**src/rtl/tcp_tx_app_update_arb.sv**
```systemverilog
// Two-requester round-robin arbiter for TCP TX tail-pointer updates.
// Each accepted update writes the tail memory first, then marks the flow schedulable.
module tcp_tx_app_update_arb #(
  parameter int          FLOWID_W    = 8,
  parameter int          PTR_W       = 17,
  parameter logic [15:0] UPD_CNT_RST = 16'd0
) (
  input  logic                clk,
  input  logic                rst_n,
  input  logic                req0_val,
  input  logic [FLOWID_W-1:0] req0_flowid,
  input  logic [PTR_W-1:0]    req0_tail,
  output logic                req0_rdy,
  input  logic                req1_val,
  input  logic [FLOWID_W-1:0] req1_flowid,
  input  logic [PTR_W-1:0]    req1_tail,
  output logic                req1_rdy,
  output logic                tail_wr_val,
  output logic [FLOWID_W-1:0] tail_wr_addr,
  output logic [PTR_W-1:0]    tail_wr_data,
  input  logic                tail_wr_rdy,
  output logic                sched_val,
  output logic [FLOWID_W-1:0] sched_flowid,
  input  logic                sched_rdy,
  output logic                busy,
  output logic [15:0]         upd_cnt
);

  typedef enum logic [1:0] {
    IDLE    = 2'd0,
    TAIL_WR = 2'd1,
    SCHED   = 2'd2
  } state_t;

  state_t              state_q, state_d;
  logic                last_q, last_d;
  logic [FLOWID_W-1:0] flow_q, flow_d;
  logic [PTR_W-1:0]    tail_q, tail_d;
  logic [15:0]         cnt_q, cnt_d;
  logic                idle;
  logic                gnt0, gnt1;

  // last_q = 1 means requester 1 won most recently
  assign idle = (state_q == IDLE);
  assign gnt0 = req0_val & (~req1_val | last_q);
  assign gnt1 = req1_val & (~req0_val | ~last_q);

  assign req0_rdy     = idle & gnt0;
  assign req1_rdy     = idle & gnt1;
  assign tail_wr_val  = (state_q == TAIL_WR);
  assign sched_val    = (state_q == SCHED);
  assign busy         = ~idle;
  assign tail_wr_addr = flow_q;
  assign tail_wr_data = tail_q;
  assign sched_flowid = flow_q;
  assign upd_cnt      = cnt_q;

  always_ff @(posedge clk or negedge rst_n) begin
    if (!rst_n) begin
      state_q <= IDLE;
      last_q  <= 1'b1;
      flow_q  <= '0;
      tail_q  <= '0;
      cnt_q   <= UPD_CNT_RST;
    end else begin
      state_q <= state_d;
      last_q  <= last_d;
      flow_q  <= flow_d;
      tail_q  <= tail_d;
      cnt_q   <= cnt_d;
    end
  end

  always_comb begin
    state_d = state_q;
    last_d  = last_q;
    flow_d  = flow_q;
    tail_d  = tail_q;
    cnt_d   = cnt_q;
    unique case (state_q)
      IDLE: begin
        unique case (1'b1)
          gnt0: begin
            flow_d  = req0_flowid;
            tail_d  = req0_tail;
            last_d  = 1'b0;
            state_d = TAIL_WR;
          end
          gnt1: begin
            flow_d  = req1_flowid;
            tail_d  = req1_tail;
            last_d  = 1'b1;
            state_d = TAIL_WR;
          end
          default: ;
        endcase
      end
      TAIL_WR: begin
        if (tail_wr_rdy) state_d = SCHED;
      end
      SCHED: begin
        if (sched_rdy) begin
          state_d = IDLE;
          cnt_d   = cnt_q + 16'd1;
        end
      end
      default: state_d = IDLE;
    endcase
  end

endmodule

```
**config.mk**
```make
export PLATFORM = sky130hd
export DESIGN_NAME = tcp_tx_app_update_arb
export DESIGN_NICKNAME = d
export VERILOG_FILES = /design/src/rtl/tcp_tx_app_update_arb.sv
export SDC_FILE = /design/constraint.sdc
export NUM_CORES = 1
export LEC_CHECK = 0
export ABC_CLOCK_PERIOD_IN_PS = 1210
export BUFFER_PORTS_ARGS = -buffer_cell sky130_fd_sc_hd__buf_2
export CELL_PAD_IN_SITES_DETAIL_PLACEMENT = 1
export CELL_PAD_IN_SITES_GLOBAL_PLACEMENT = 1
export CORE_ASPECT_RATIO = 2
export CORE_MARGIN = 2
export CORE_UTILIZATION = 30
export CTS_CLUSTER_DIAMETER = 50
export DETAILED_ROUTE_END_ITERATION = 6
export GPL_TIMING_DRIVEN = 0
export PLACE_DENSITY_LB_ADDON = 0.08
export SLEW_MARGIN = 5
export SYNTH_ARGS = -nofsm -noshare
export SYNTH_HDL_FRONTEND = slang
export SYNTH_SLANG_ARGS = --single-unit
```
**constraint.sdc**
```tcl
create_clock -name clk -period 1.21 [get_ports clk]
set_input_delay 0.1815 -clock clk [delete_from_list [all_inputs] [get_ports clk]]
set_output_delay 0.1815 -clock clk [all_outputs]
set_load 0.01 [all_outputs]
```
==> summary.md <==
| Metric | Value |
|---|---|
| Seq/Total Area, Yosys | 50.8% |
| Hold Fails Final Rpt | 0 |
| Psw | 3.15 mW |
| Avg Inst Size Synth | 10.9 um^2 |
| 1st-iter DRT viols | 52 |
| Gp weighted congestion | 0.700 |
| Clk buf depth | 2 |
| Synth Instances | 199 |
| Via density per instance | 4.69 |
| PwrDens | 2260 nW/um^2 |
| FILL cells | 809 |
| # IOs | 110 |
| Initial core utilization | 31.0% |
| Fin. max-slew vios | 0 |
| Clock transition at the registers of the reported paths | 0.07 ns |
| PnR worst setup slack | -0.252 ns |
| Share of post-route cells with drive strength above 1 | 68.9% |
| Final wirelength | 7030 um |
| Peak supply drop | 838 uV |
| Worst EP required | 1.03 ns |
| Hold-fix buffers, CTS | 0 |
| Nets | 400 |
| Drt first pass iters | 4 |
| Skew-Pair Late Insertion Delay | 0.29 ns |
| Cell internal pwr | 5.32 mW |
| Clock share of power | 17.0% |
| Post-detail-place hpwl | 4660 um |
| Die height | 124 um |
| Routed wire length per instance | 16.2 um |
| Setup Total Neg Slack | -6.09 ns |
| DRC viols | 0 |
| Flop2flop setup slack | -0.21 ns |
| Grt ovf | 0 |
| Site Rows | 43 |
| Worst setup EP type | primary output |
| Final setup violation count | 43 |
| IO Port Bufs | 109 |
| Crit Reg-Reg Startpoint | last_q |
| Critical Path Source Type | flop |
| Reg power frac | 30.2% |
| Die ar. | 7970 um^2 |
| Cell Count, Final, Fillers Out | 434 |
| Chip Width | 64.2 um |
| GRT Util Overall | 17.2% |
| Unrepaired setup endpoints after global routing | yes |
| Final Cycle Share | 121% |
| Max Cap Viol | 0 |
| Crit path time final | 1.46 ns |
| Status | finished with violations |
| Area delta synth->final | 73.0% |
| Register area | 1110 um^2 |
| FMAX | 0.684 GHz |
| Pre-CTS setup slack | -0.245 ns |
| Pin count of the biggest net entering global routing | 45 |
| Comb pwr share | 52.8% |
| Yosys cell types | 32 |
| DR vias | 2034 |
| TritonCTS Sinks | 44 |
| Vias in the first global route | 2125 |
| Clk root buf | clkbuf_16 |
| CTS H-tree lvls | 2 |
| Core Footprint | 6990 um^2 |
| Antenna violations before repair | 0 |
| Failing checks | setup timing |
| Yosys reg bits | 44 |
| Critical path origin | last_q |
| CTS buffer count | 5 |
| Area of the multi-input gates | 1270 um^2 |
| Crit path max fanout | 2 |
| Worst Tran Pin Value | 1.02 ns |
| First-pass GRT wire length | 10600 um |
| Clock skew | 0.00751 ns |
| WP data arrival | 1.28 ns |
| Synthesis Warnings | 0 |
| Sw Share | 37.2% |
| Critical setup path kind | reg2out |
| DRT antenna net count | 0 |
| Mapped Area | 2170 um^2 |
| Leak Pwr | 1.80 nW |
| Worst rel slew slack | 32.1% |
| Worst hold path class | in2async |
| Post-Syn Nets | 256 |
| Inserted Diodes | 0 |
| CTS tree | yes |
| DP Cell Count | 398 |
==> metrics by stage <==
stage / util, % / cell area, um^2 / total power [mW] / hold WS [ns]
2_1_floorplan: - / 2180 / 4.11 / -0.114
3_3_place_gp: 40.5 / 2840 / 5.21 / 0.422
3_5_place_dp: 40.5 / 2840 / 5.28 / 0.426
4_1_cts: 48.7 / 3410 / 7.82 / 0.114
5_1_grt: 53.7 / 3750 / 8.99 / 0.144
6_report: 53.7 / 3750 / 8.48 / 0.0657
==> sequential cells by signal, indices dropped and copies added, names as in the netlist <==
| signal | flops |
|---|---|
| tail_wr_data | 17 |
| upd_cnt | 16 |
| sched_flowid | 8 |
| state_q | 2 |
| last_q | 1 |
==> cell usage after synthesis <==
cell      instances  share of area [%]
o21a_1            1               0.35
mux2i_1          25                 12
buf_2             3               0.69
nor3_2            4                1.8
o21ai_0           1               0.23
nand3b_4          1               0.92
inv_1             5               0.86
buf_8             2                1.4
or2_1             1               0.29
nand3_1           3               0.69
and3b_2           1               0.46
xnor2_1          10                4.0
dfstp_2           1                1.2
nor3_4            1               0.75
nand4_1           3               0.86
a21o_1            1               0.35
buf_4            12                4.2
nand3_4           1               0.81
and4_1            1               0.40
a21boi_1          1               0.35
nor2_2            1               0.29
nand2_1          12                2.1
dfrtp_1          43                 50
xor2_1            5                2.0
ha_1              1               0.58
and2_1            1               0.29
and3_1            2               0.58
nor2b_1           2               0.58
nor2_1           26                4.5
a21oi_1          26                6.0
nand4_4           1               0.98
a22o_1            1               0.40
==> cell usage in the layout, fill, tap and decap left out, types with 3 or more instances in the layout <==
master | netlist | final
clkbuf_16 | 0 | 6
nand4_1 | 3 | 3
mux2i_4 | 0 | 8
xnor2_1 | 10 | 9
nor2_2 | 1 | 7
a21oi_1 | 26 | 11
a21oi_2 | 0 | 15
nand2_2 | 0 | 5
nor3_4 | 1 | 3
nor2_1 | 26 | 8
buf_12 | 0 | 5
buf_8 | 2 | 4
buf_2 | 3 | 105
inv_1 | 5 | 4
xor2_1 | 5 | 5
mux2i_2 | 0 | 3
nand2_1 | 12 | 7
buf_4 | 12 | 20
nor2_4 | 0 | 12
buf_6 | 0 | 18
mux2i_1 | 25 | 14
dfrtp_1 | 43 | 37
dfrtp_2 | 0 | 6
==> cell families (layout without fill, tap and decap cells) <==
kind of cell               after synthesis  after routing  synth area share (%)
adders and majority gates                1              1                 0.576
AOI/OAI and AO/OA                       31             31                  7.67
buffers and inverters                   22            167                  7.09
DFF                                     44             44                  50.8
and+or+nand+nor                         61             61                  16.3
muxes                                   25             25                  11.5
xor gates and xnor gates                15             15                  6.05
==> critical path, cell delays in order (launching register included) <==
cell and delay (ns):
dfstp_2 0.56, a21boi_4 0.07, buf_12 0.13, and2_4 0.13
buf_6 0.11
==> power groups by stage <==
stage | Combinational [mW] | Clock, mW | Sequential [mW]
CTS | 3.89 | 1.48 | 2.46
global route | 4.83 | 1.54 | 2.62
global placement | 2.79 | 0 | 2.42
detailed placement | 2.84 | 0 | 2.44
floorplan | 1.50 | 0 | 2.61
finish | 4.47 | 1.44 | 2.56
==> layout make-up <==
type,count,share of cell area [%]
multi-input cells,133,33.7
well taps,90,3.00
inverters,5,0.500
plain buffers,15,4.47
clock buffers,8,4.17
repair buffers,139,24.6
flip-flops and latches,44,29.6
==> path summary, 6_finish.rpt <==
path	end	cells after the start
hold / removal	tail_wr_data[15]	1
hold reg to reg	upd_cnt[15]	1
max in group asynchronous	upd_cnt[5]	1
setup reg to reg	tail_wr_data[10]	6
min in group clk	state_q[1]	2
setup / recovery	req1_rdy	4
==> per-layer routing <==
layer  routed length [um]  vias to the layer above  global-route usage [%]
met2                 4160                       72                    33.7
met5                    0                        -                       0
met1                 2440                      997                    17.5
met3                  316                        8                    3.25
met4                  116                        0                    5.51
li1                     -                      957                       -
==> what timing repair did <==
action,4_1_cts,5_1_grt
gates resized for setup,55,73
setup buffers,20,7
endpoints found under the setup margin,43,45
pin swaps,27,20
gates cloned,3,2
Note: power is estimated with default switching activity, not from simulation.
